**src/rtl/frame_packer.sv**
```systemverilog
// Packs four 128-bit input beats into one 512-bit word and emits a frame of
// WORDS_PER_FRAME words, then stalls input for DRAIN_CYCLES so the downstream stage can finish.
module frame_packer #(
    parameter int DRAIN_CYCLES    = 65,
    parameter int WORDS_PER_FRAME = 64
) (
    input  logic         CLK,
    input  logic         RST,
    input  logic [127:0] in_data,
    input  logic         in_valid,
    output logic         in_ready,
    output logic [511:0] out_data,
    output logic         out_valid,
    output logic         frame_done,
    output logic [5:0]   word_cnt
);

    localparam logic [0:0] FILL  = 1'b0;
    localparam logic [0:0] DRAIN = 1'b1;

    localparam logic [5:0] LAST_WORD  = 6'(WORDS_PER_FRAME - 1);
    localparam logic [7:0] DRAIN_LOAD = 8'(DRAIN_CYCLES);

    logic [0:0]   state;
    logic [1:0]   beat_cnt;
    logic [7:0]   drain_cnt;
    logic [383:0] staging;
    logic         accept;
    logic         word_complete;
    logic         frame_complete;

    // Ready depends only on registered state so the source never sees a combinational path.
    assign in_ready       = (state == FILL);
    assign accept         = in_valid && in_ready;
    assign word_complete  = accept && (beat_cnt == 2'd3);
    assign frame_complete = word_complete && (word_cnt == LAST_WORD);

    always_ff @(posedge CLK or posedge RST) begin
        if (RST) begin
            beat_cnt <= 2'd0;
            staging  <= '0;
        end else if (accept) begin
            beat_cnt <= beat_cnt + 2'd1;
            case (beat_cnt)
                2'd0:    staging[127:0]   <= in_data;
                2'd1:    staging[255:128] <= in_data;
                2'd2:    staging[383:256] <= in_data;
                default: staging          <= staging;
            endcase
        end
    end

    // The fourth beat bypasses staging and goes straight into the emitted word.
    always_ff @(posedge CLK or posedge RST) begin
        if (RST) begin
            out_data   <= '0;
            out_valid  <= 1'b0;
            frame_done <= 1'b0;
            word_cnt   <= 6'd0;
        end else begin
            out_valid  <= word_complete;
            frame_done <= frame_complete;
            if (word_complete) begin
                out_data <= {in_data, staging};
                word_cnt <= frame_complete ? 6'd0 : word_cnt + 6'd1;
            end
        end
    end

    always_ff @(posedge CLK or posedge RST) begin
        if (RST) begin
            state     <= FILL;
            drain_cnt <= 8'd0;
        end else begin
            case (state)
                FILL: begin
                    if (frame_complete) begin
                        state     <= DRAIN;
                        drain_cnt <= DRAIN_LOAD;
                    end
                end
                default: begin
                    if (drain_cnt <= 8'd1) begin
                        state     <= FILL;
                        drain_cnt <= 8'd0;
                    end else begin
                        drain_cnt <= drain_cnt - 8'd1;
                    end
                end
            endcase
        end
    end

endmodule

```
**config.mk**
```make
export PLATFORM = sky130hd
export DESIGN_NAME = frame_packer
export DESIGN_NICKNAME = d
export VERILOG_FILES = /design/src/rtl/frame_packer.sv
export SDC_FILE = /design/constraint.sdc
export NUM_CORES = 2
export LEC_CHECK = 0
export BUFFER_PORTS_ARGS = -buffer_cell sky130_fd_sc_hd__buf_2
export CELL_PAD_IN_SITES_DETAIL_PLACEMENT = 0
export CELL_PAD_IN_SITES_GLOBAL_PLACEMENT = 1
export CORE_MARGIN = 10
export CORE_UTILIZATION = 48
export CTS_CLUSTER_DIAMETER = 60
export DETAILED_ROUTE_END_ITERATION = 12
export PLACE_DENSITY = 0.87
export SYNTH_ARGS = -nofsm -noshare
export SYNTH_HDL_FRONTEND = slang
export SYNTH_SLANG_ARGS = --single-unit
```
**constraint.sdc**
```tcl
create_clock -name CLK -period 79.4 [get_ports CLK]
set_input_delay 7.94 -clock CLK [delete_from_list [all_inputs] [get_ports CLK]]
set_output_delay 7.94 -clock CLK [all_outputs]
set_load 0.01 [all_outputs]
```
==> reports/metrics.yaml <==
drt:
  dr_total_vias: 23540
  first_pass_iters: 5
  ant_nets: 0
  wire_per_inst_microns: 19.86
  via_per_inst: 4.983
  wl_mm: 93.81
  drc: 0
  dr.first_iter.drc_count: 1652
synth:
  postSynthAreaPerCell_sq_um: 11.74
  syn_inst: 3070
  synth_top_area_cell: "dfrtp_1"
  yosysUniqueCellTypes: 41
  synth-main-ff-cell: "dfrtp_1"
  synth.most_common_cell: "nand2_1"
  yosys_warnings: 0
  syn-cell-area_sq_um: 36030
  synth_top_cell_area_share_pct: 63.55
  synth_fp_nets: 3208
  synth.ff_latch_count: 915
  synth_edf_count: 0
  ys_async_sr_fraction_pct: 100.0
  synthTopCellsByCount: "1544 x nand2_1, 915 x dfrtp_1, 311 x mux2_4, 73 x mux2_2, 66 x buf_2"
  yosys-top-cells-area: "dfrtp_1 64%, nand2_1 16%, mux2_4 13%"
  yosysSeqAreaShare_pct: 63.55
floorplanning:
  start_util_pct: 48.40
  io_pins: 652
  dieArea_sq_um: 86420
  coreArea_sq_um: 74450
  die_w_microns: 294.0
  die_y_microns: 294.0
  std_cell_rows: 100
clocking:
  clock_sinks: 915
  cts_buffers: 95
  cts_hold_buf: 0
  htreeDepth: 3
  cts_tree: "yes"
  postCtsSetupBuffers: 0
  post_cts_resized: 0
  clock_latency_ns: 0.64
  clk_pin_slew_ns: 0.06
  cts_root_buf: "clkbuf_16"
  cts_max_path_buffers: 3
worst_setup_path:
  reg2reg_from: "state"
  startpoint_type: "primary input"
  path_class: "primary input to asynchronous set/reset pin"
  path_cells: "buf_2, inv_8, buf_4, buf_4, buf_4, buf_4"
  slowest_stage: "buf_4"
  cp-end-kind: "asynchronous set/reset pin"
  path_delay_family: "buffers and inverters"
  timing.rr.end: "out_data[93]"
  rrSetupSlack_ns: 75.22
  reg2reg_depth: 6
  cp_slowest_stage_delay_ns: 0.81
  cp.required_ns: 80.08
  critPathBufInv: 6
  cp_common_cell: "buf_4"
  crit_fanout: 126
  worstPathArrival_ns: 11.89
pwr:
  finalPower_mw: 0.9547
  p_per_area_nw_per_um2: 22.33
  irDropWorstVdd_v: 0.00001665
  leakage_nw: 25.90
place:
  dpl.hpwl_mm: 60.90
  numPortBuffers: 651
  gp_congestion: 0.7796
finish:
  num-fill-cells: 6146
  nets: 3821
  drive_above_1_share_pct: 32.60
  diodes: 0
  fin_util_pct: 57.44
  synthToLayoutAreaGrowth_pct: 18.68
timing:
  tns_ns: 0
  slew_violations: 0
  finalHoldViolations: 0
  clock.fmax_mhz: 89.16
  tightest_slew_ns: 1.286
  post-route-period-util_pct: 14.13
  post-route-min-period_ns: 11.22
  finalClockSkew_ns: 0.02050
  max_slew_margin_pct: 14.27
  rsz0062_at_grt: "false"
  setup_viol: 0
global_routing:
  antenna_found_initial: 2
  grt_pass1_vias: 24260
  grt_first_pass_wirelength_mm: 144.9
  grt_max_degree: 224
  grt_overflow: 0
  grt_use_total_pct: 21.26
hold_path:
  hold_path_end: "out_data[189]"
  hp-start: "staging[189]"
  hold_class: "flop to flop"
  min_path_cells: 2
job:
  drv_cap: 0
status:
  outcome: "completed"
[flip-flops by register name, summed over array words and instances, names as in the netlist]
signal and count:
beat_cnt 2, staging 384, state 1, frame_done 1, out_valid 1, drain_cnt 8, out_data 512, word_cnt 6
[per-stage QoR]
step | cell area [sq um] | worst slack [ns] | cells | hold WS [ns]
after detailed placement | 39430 | 67.31 | 4555 | 0.4440
final | 42760 | 68.18 | 4724 | 0.4592
after CTS | 42760 | 68.01 | 4724 | 0.4574
after global placement | 39430 | 67.33 | 4555 | 0.4434
after floorplan | 36030 | 45.73 | 3070 | 0.4331
after global routing | 42760 | 67.54 | 4724 | 0.4809
[final cells by class]
cell class                 count  area [sq um]  share of cell area (%)
inverter                      10         52.55                  0.1229
sequential                   915         22900                   53.55
multi-input combinational   1988         11790                   27.57
clock inverter                34         545.5                   1.276
timing repair buffer         673          3473                   8.123
tap                          969          1212                   2.835
clock buffer                 135          2790                   6.525
[metal layers]
metal	routed length [microns]	track usage [%]
met1	38270	26.44
met2	46710	35.90
met3	5308	4.419
met4	3503	8.456
met5	13	0
[power breakdown]
group          internal (mW)  leakage, nW  switching [mW]
logic                0.00339         11.5          0.0147
registers              0.466         12.8       0.0000440
clock network          0.285         1.65           0.186
[logic make-up after synthesis]
family	Yosys count	synth area share (%)
AOI/OAI and AO/OA	23	0.4236
xor gates and xnor gates	4	0.09725
buffers and inverters	167	3.802
and+or+nand+nor	1570	16.64
DFF	915	63.55
muxes	384	15.24
adders and majority gates	7	0.2431
[placed cells by master (no fill, tap or decap), types with 2 or more instances in the layout]
master	n
o21ai_0	6
clkinv_2	14
clkbuf_8	22
nor2_1	3
dfrtp_1	915
nand2b_1	2
inv_16	4
nor3_1	3
xnor2_1	3
inv_8	3
nand2_8	3
clkinvlp_4	2
buf_12	4
mux2_4	311
clkbuf_1	16
o211ai_1	2
buf_4	18
nand4_1	5
a21oi_1	3
buf_2	651
ha_1	7
or3_1	2
nand2_1	1544
a31oi_1	3
clkbuf_16	97
bufinv_16	12
o22ai_1	2
inv_1	8
mux2_2	73
[worst min-delay path: stages (launching register included)]
cell,delay (ns)
dfrtp_1,0.35
nand2_1,0.05
nand2_1,0.05
[how the worst max path moves through the flow]
| stage | to | slack (ns) | startpoint | cells after the start |
|---|---|---|---|---|
| 6_report | out_data[29] | 68.18 | RST | 6 |
| 5_1_grt | out_data[29] | 67.54 | RST | 6 |
| 4_1_cts | out_data[147] | 68.01 | RST | 6 |
| 3_5_place_dp | out_data[405] | 67.31 | RST | 6 |
| 3_3_place_gp | out_data[150] | 67.33 | RST | 6 |
| 2_1_floorplan | beat_cnt[0] | 45.73 | RST | 1 |
Note: power is estimated with default switching activity, not from simulation.
